**config.mk**
```make
export PLATFORM = sky130hd
export DESIGN_NAME = instr_encoder_loader
export DESIGN_NICKNAME = d
export VERILOG_FILES = /design/src/rtl/instr_encoder_loader.sv
export SDC_FILE = /design/constraint.sdc
export NUM_CORES = 1
export LEC_CHECK = 0
export CAP_MARGIN = 5
export CORE_ASPECT_RATIO = 0.6
export CORE_MARGIN = 5
export CORE_UTILIZATION = 45
export DETAILED_ROUTE_END_ITERATION = 7
export PLACE_DENSITY = 0.93
export REMOVE_ABC_BUFFERS = 1
export SLEW_MARGIN = 15
export SYNTH_ARGS = -nofsm -noshare
export SYNTH_HDL_FRONTEND = slang
export SYNTH_SLANG_ARGS = --single-unit
```
**constraint.sdc**
```tcl
create_clock -name clk -period 3.8 [get_ports clk]
set_clock_uncertainty 0.05 [all_clocks]
set_input_delay 1.14 -clock clk [delete_from_list [all_inputs] [get_ports clk]]
set_output_delay 1.14 -clock clk [all_outputs]
set_load 0.1 [all_outputs]
```
**src/rtl/instr_encoder_loader.sv**
```systemverilog
// Program loader: encodes instruction field bundles into 32-bit MIPS words and
// writes them to consecutive instruction-memory addresses, one word per accepted bundle.
module instr_encoder_loader #(
    parameter int ADDR_W = 8,
    parameter int BASE   = 0
) (
    input  logic              clk,
    input  logic              reset_n,
    input  logic              start,
    input  logic              in_valid,
    output logic              in_ready,
    input  logic [5:0]        op,
    input  logic [4:0]        rs,
    input  logic [4:0]        rt,
    input  logic [4:0]        rd,
    input  logic [4:0]        shamt,
    input  logic [5:0]        funct,
    input  logic [15:0]       imm,
    input  logic              last,
    output logic              mem_we,
    output logic [ADDR_W+1:0] mem_addr,
    output logic [31:0]       mem_wdata,
    output logic [ADDR_W:0]   count,
    output logic              busy,
    output logic              done,
    output logic              full,
    output logic              err_op
);

    localparam int DEPTH = 2 ** ADDR_W;
    localparam int AW    = ADDR_W + 2;
    localparam int CW    = ADDR_W + 1;

    typedef enum logic [1:0] {
        IDLE = 2'd0,
        LOAD = 2'd1,
        DONE = 2'd2
    } state_t;

    function automatic logic op_legal(input logic [5:0] o);
        logic ok;
        case (o)
            6'h00, 6'h23, 6'h2B, 6'h04,
            6'h08, 6'h0A, 6'h0C, 6'h0D: ok = 1'b1;
            default:                    ok = 1'b0;
        endcase
        return ok;
    endfunction

    function automatic logic [31:0] encode(
        input logic [5:0]  o,
        input logic [4:0]  s,
        input logic [4:0]  t,
        input logic [4:0]  d,
        input logic [4:0]  sh,
        input logic [5:0]  f,
        input logic [15:0] im
    );
        logic [31:0] w;
        if (o == 6'h00) w = {o, s, t, d, sh, f};
        else            w = {o, s, t, im};
        return w;
    endfunction

    state_t state_q, state_d;

    // Words written this session; doubles as the write pointer.
    logic [CW-1:0]   ptr;
    logic            vld_p1;
    logic            err_p1;
    logic [AW-1:0]   addr_p1;
    logic [31:0]     wdata_p1;

    logic accept, legal, wr, at_cap, enter_load;

    assign in_ready   = (state_q == LOAD) && (ptr != CW'(DEPTH));
    assign accept     = in_valid && in_ready;
    assign legal      = op_legal(op);
    assign wr         = accept && legal;
    assign at_cap     = (ptr == CW'(DEPTH - 1));
    assign enter_load = start && (state_q != LOAD);

    always_ff @(posedge clk or negedge reset_n) begin
        if (!reset_n) state_q <= IDLE;
        else          state_q <= state_d;
    end

    always_comb begin
        state_d = state_q;
        case (state_q)
            IDLE:    if (start) state_d = LOAD;
            LOAD:    if (accept && (last || (legal && at_cap))) state_d = DONE;
            DONE:    if (start) state_d = LOAD;
            default: state_d = IDLE;
        endcase
    end

    // Stage p1: registered write port, one cycle after accept
    always_ff @(posedge clk or negedge reset_n) begin
        if (!reset_n) begin
            ptr      <= '0;
            full     <= 1'b0;
            vld_p1   <= 1'b0;
            err_p1   <= 1'b0;
            addr_p1  <= AW'(BASE);
            wdata_p1 <= '0;
        end else begin
            vld_p1 <= wr;
            err_p1 <= accept && !legal;
            if (enter_load) begin
                ptr  <= '0;
                full <= 1'b0;
            end else if (wr) begin
                addr_p1  <= AW'(BASE) + {ptr[ADDR_W-1:0], 2'b00};
                wdata_p1 <= encode(op, rs, rt, rd, shamt, funct, imm);
                ptr      <= ptr + 1'b1;
                if (at_cap) full <= 1'b1;
            end
        end
    end

    assign mem_we    = vld_p1;
    assign mem_addr  = addr_p1;
    assign mem_wdata = wdata_p1;
    assign err_op    = err_p1;
    assign count     = ptr;
    assign busy      = (state_q == LOAD);
    assign done      = (state_q == DONE);

endmodule

```
## Word level (Yosys, flattened, before mapping)

Cells that the tools add are included.

| storage, ports and cells | value |
|---|---|
| logic and storage cells | 51 |
| flip-flop bits (word level) | 54 |
| memories | 0 |
| memory bits (writable) | 0 |
| bits in latches | 0 |
| output and inout port bits | 57 |
| ROM bits | 0 |
| input bits | 53 |

| cells by class | value |
|---|---|
| add/subtract/negate cells | 1 |
| eq/ne operators | 14 |
| shift-type cells | 0 |
| divide/modulo/power cells | 0 |
| bitwise gates (word level) | 1 |
| multiply operators | 0 |
| muxes and demuxes | 10 |
| order comparisons | 0 |
| reduce and logical (&&, ||, !) cells | 18 |

Operators by type and width:

| kind | number |
|---|---|
| equality test 6 x 4 -> 1 bit (second input constant) | 4 |
| two-way mux 9 bit | 2 |
| two-way mux 16 bit | 1 |
| equality test 6 bit (second input constant) | 2 |
| adder 9 x 1 -> 9 bit (second input constant) | 1 |
| equality test 9 x 8 -> 1 bit (second input constant) | 1 |
| inequality test 9 bit (second input constant) | 1 |
| OR reduction 8 bit | 1 |
| logical AND 1 bit | 7 |
| equality test 6 x 3 -> 1 bit (second input constant) | 1 |
| zero test 6 bit | 1 |
| inequality test 2 x 1 -> 1 bit (second input constant) | 3 |
| AND reduction 2 bit | 3 |
| two-way mux 1 bit | 4 |
| two-way mux 2 bit | 2 |
| case mux 2 bit (2 select lines) | 1 |
| nonzero test 2 bit | 2 |
| equality test 2 x 1 -> 1 bit (second input constant) | 1 |
| equality test 2 bit (second input constant) | 1 |
| zero test 2 bit | 1 |
| OR reduction 2 bit | 1 |
| zero test 1 bit | 1 |
| logical OR 1 bit | 1 |
| NOT 1 bit | 1 |

## Depth between registers and ports, before layout

| depth | value |
|---|---|
| depth in word-level cells | 8 |
| mapped depth | 9 |
| gate-level depth less buffers | 8 |

## Worst setup path after synthesis

No wires, ideal clock.

| timing path | value |
|---|---|
| kind | register to output |
| start point | reg ptr[0] (netlist: count[0]) |
| end point | out in_ready |
| data arrival time | 3057 ps |
| path slack | -447 ps |
| path buffers | 0 |
| cell stages (with the launch flop) | 5 |
| required time | 2610 ps |
| path through | dfrtp_1 inv_1 ha_1 nor4b_2 a21oi_1 |

| on the way | value |
|---|---|
| longest elaborated chain between the ends | 2 |

Ends and longest elaborated chain:

| what | RTL line | RTL |
|---|---|---|
| start: declaration | 68 | `logic [CW-1:0] ptr;` |
| start signal: assignment | 116 | `ptr <= ptr + 1'b1;` |
| inequality test 9 bit | 76 | `assign in_ready = (state_q == LOAD) && (ptr != CW'(DEPTH));` |
| logical AND 1 bit | 76 |  |
| end: declaration | 11 | `output logic in_ready,` |

Every way passes these cells.

## Final worst setup path

Ends and elaborated chain as after synthesis.

==> results by stage <==
Synthesis:
- The number of distinct library cells after synthesis is 37.
- The dominant synthesized flop cell is dfrtp_1.
- The average size of a mapped cell is 9.63 µm².
- The cell area after synthesis is 2440 µm².
- The count of state elements after synthesis is 54.
- For this run, asynchronously set or reset flops after synthesis account for 1.00.
- For this run, the register share of the synthesized area comes to 0.555.
- The number of warnings printed during yosys synthesis is 0.
- In this run, synthesis inferred 0 flip-flops with an integrated enable.
- The gate count of the mapped netlist is 253.

Routing:
- The routed wire length is 6.48 mm.
- The remaining design rule violation count is 0.
- The post-detailed-route via-to-cell ratio is 5.03.
- The total vias in the final route is 2147.
- The average detailed-routed wire length per instance is 15.2 µm.
- The count of nets left with antenna violations once routing finished came out at 0.
- The number of DRC violations after detailed-routing iteration 0 is about 110.
- The first detailed-routing pass ran for 4 iterations.

Clock network:
- In this run, CTS created clock tree buffers numbering 5.
- The number of cells upsized or downsized after cts is 0.
- The tree is rooted in a clkbuf_8.
- The maximum clock path buffer count is 2.
- Clock latency on the worst-skew pair, taken at its later pin, is roughly 0.30 ns.
- In this run, post-CTS hold repair placed 0 buffers.
- The clock sink total is 54.
- The H-tree generated during clock tree synthesis spans 2 levels.
- The clock transition time at the flip-flop clock pins of the worst setup and hold paths is 0.09 ns.
- The CTS tree is built.
- The number of setup buffers added after CTS is 0.

STA:
- In the final timing run, aggregate negative setup slack is 0 ns.
- The transition time at the pin with the least slew margin is 0.877 ns.
- Setup repair after global routing left no endpoint under its margin.
- The number of failing hold endpoints at the final stage came to 0.
- The fmax is 328 MHz.
- The final hold slack is 0.431 ns.
- For the finished layout, the period the worst path requires is a little over 3 ns.
- The final-report max-slew violation count came to 0.
- In the finished design, the share of the clock period the worst path needs comes to 0.803.
- The least setup slack across all paths after layout is around 0.75 ns.
- The final setup violation count is 0.
- The worst pin sits at a relative slew slack of 0.414.

Worst setup path:
- The nature of the critical path startpoint is a register.
- Traced cell by cell, the critical path runs through inv_1 > ha_1 > nor4b_2 > a21oi_1 > buf_4.
- At the worst endpoint, the required time is 2.61 ns.
- The category of the most critical setup path is register to output port.
- The slowest stage of the critical path belongs to the cell dfrtp_1.
- For the worst setup path, the data arrival time is 1.86 ns.
- For this run, the slowest stage of the critical path takes ~0.47 ns.
- In this run the worst path has a maximum fanout of 7.
- The worst setup path is captured at an output port.

Place:
- Timing analysis after detailed placement gives a worst setup slack of between 0.4 and 0.5 ns.
- Detailed placement finished with a half-perimeter wire length of 4.99 mm.
- Once placement finished, the instance area stood at 3420 µm².
- The congestion estimate from routability-driven global placement came to 0.895.
- Input and output buffers added on the ports amount to 107.

Floorplanning:
- The overall die height is 67.0 µm.
- The initial utilization of the core area, before any placement, comes to 0.473.
- The core outline area is 5150 µm².
- The width of the die is around 100 µm.
- The die covers 7030 µm².
- Pin placement for this block handled 110 I/O pins.
- The total number of placement rows is 20.

GRT:
- The first-pass GRT wire length is 10.4 mm.
- The number of global-route vias before repair was 2187.
- For this run, the total global-route usage over all layers was measured as 0.187.
- The final global-route overflow total is 0.
- Entering global routing, the biggest net connects 35 pins.
- The initial antenna violation count came to 0.

Power:
- The worst voltage drop across the vdd grid is 868 µV.
- For this design the ratio of total power to cell area is 941 nW/µm².
- In this run the static leakage power is 1.85 nW.

Finish:
- At the end of the flow, the number of nets in the layout was 416.
- The diode insertion count for antenna repair is 0.
- The layout overhead on the synthesized area is 44.9%.
- The total of fill cells in the finished design is 432.
- The final standard cell utilization of the core is 0.685.
- The post-layout instance area is 3530 µm².
- In the final layout, the share of cells above drive strength 1 is 0.199.

Flow run:
- Max-cap violations in this run came to 0.

Worst hold path:
- The class of the tightest hold or removal check is register to register.

Status:
- The flow ran to the end, and the final reports show no timing, DRC or antenna violations.
## cell usage in the layout, fill, tap and decap left out, types with 2 or more instances in the layout
master / count
nand2b_1: 2
and3_1: 3
o31ai_1: 3
mux2i_1: 17
clkbuf_8: 5
a21oi_1: 6
conb_1: 2
o21ai_1: 22
nand3_1: 6
nor4b_2: 2
dfrtp_1: 54
nor2b_1: 2
inv_1: 6
clkbuf_1: 2
ha_1: 3
clkdlybuf4s50_1: 51
and2_1: 2
nand2_1: 89
xor2_1: 2
nor2_1: 5
buf_4: 59
## state kept, by name (all words and copies together), names as in the netlist
| register | cells |
|---|---|
| mem_wdata | 32 |
| full | 1 |
| mem_addr | 8 |
| state_q | 2 |
| count | 9 |
| mem_we | 1 |
| err_op | 1 |
## synthesized netlist by cell type (all sizes together), types with 3 or more instances
cell | n | area (µm²)
nand2 | 89 | 334
mux2i | 17 | 170
and3 | 3 | 18.8
o21ai | 23 | 115
ha | 3 | 37.5
inv | 7 | 26.3
a21oi | 6 | 30.0
buf | 8 | 42.5
o31ai | 3 | 22.5
nand3 | 6 | 30.0
nor2 | 5 | 18.8
dfrtp | 54 | 1350
clkbuf | 4 | 15.0
## worst paths after layout
path | startpoint | slack (ns) | endpoint | cells after the start
hold / removal | mem_wdata[25] | 0.43 | mem_wdata[25] | 2
hold reg to reg | mem_wdata[25] | 0.43 | mem_wdata[25] | 2
max in group asynchronous | reset_n | 2.13 | mem_wdata[1] | 2
min in group asynchronous | reset_n | 0.79 | full | 1
setup / recovery | count[0] | 0.75 | in_ready | 5
setup reg to reg | count[0] | 1.33 | count[5] | 8
## critical path, delay by kind of cell, from the launching register on
family                   cells  cell delay, ns
AND/OR/NAND/NOR              1            0.40
buffers and inverters        2            0.38
adder cells (fa/ha/maj)      1            0.14
AO/OA/AOI/OAI                1            0.16
flip-flops                   1            0.47
## cell families (layout without fill, tap and decap cells)
| logic type | Yosys count | in the layout | share of synthesized area |
|---|---|---|---|
| AOI/OAI and AO/OA | 39 | 39 | 0.106 |
| xor gates and xnor gates | 2 | 2 | 0.00719 |
| adders and majority gates | 3 | 3 | 0.0154 |
| buffers and inverters | 20 | 127 | 0.0359 |
| DFF | 54 | 54 | 0.555 |
| muxes | 17 | 17 | 0.0698 |
| other | 1 | 2 | 0.00154 |
| and+or+nand+nor | 117 | 117 | 0.210 |
## report_power, final
| group | switching (mW) | internal (mW) | total (mW) | leakage (nW) |
|---|---|---|---|---|
| combinational | 1.69 | 0.386 | 2.07 | 1.09 |
| sequential | 0.113 | 0.756 | 0.870 | 0.708 |
| clock | 0.178 | 0.197 | 0.376 | 0.0524 |
## cell type report
type / instances / area, µm² / area share
clock buffer: 7 / 76.3 / 0.0216
tap: 66 / 82.6 / 0.0234
sequential: 54 / 1350 / 0.383
multi-input combinational: 180 / 1000 / 0.284
timing repair buffer: 111 / 958 / 0.272
inverter: 8 / 30.0 / 0.00851
clock inverter: 1 / 30.0 / 0.00851
## metal layers
| layer | GRT usage | part of all wire | up-vias |
|---|---|---|---|
| met5 | 0 | 0 | - |
| met4 | 0.0542 | 0.011 | 0 |
| met3 | 0.0600 | 0.088 | 10 |
| met2 | 0.292 | 0.45 | 96 |
| met1 | 0.251 | 0.45 | 991 |
| li1 | - | - | 1050 |
## per-stage QoR
step	total power [mW]	cells
after floorplan	2.48	242
after global placement	2.94	419
after detailed placement	2.97	419
after CTS	3.35	427
after global routing	3.45	427
final	3.32	427
Power figures use the tool's default switching activity.
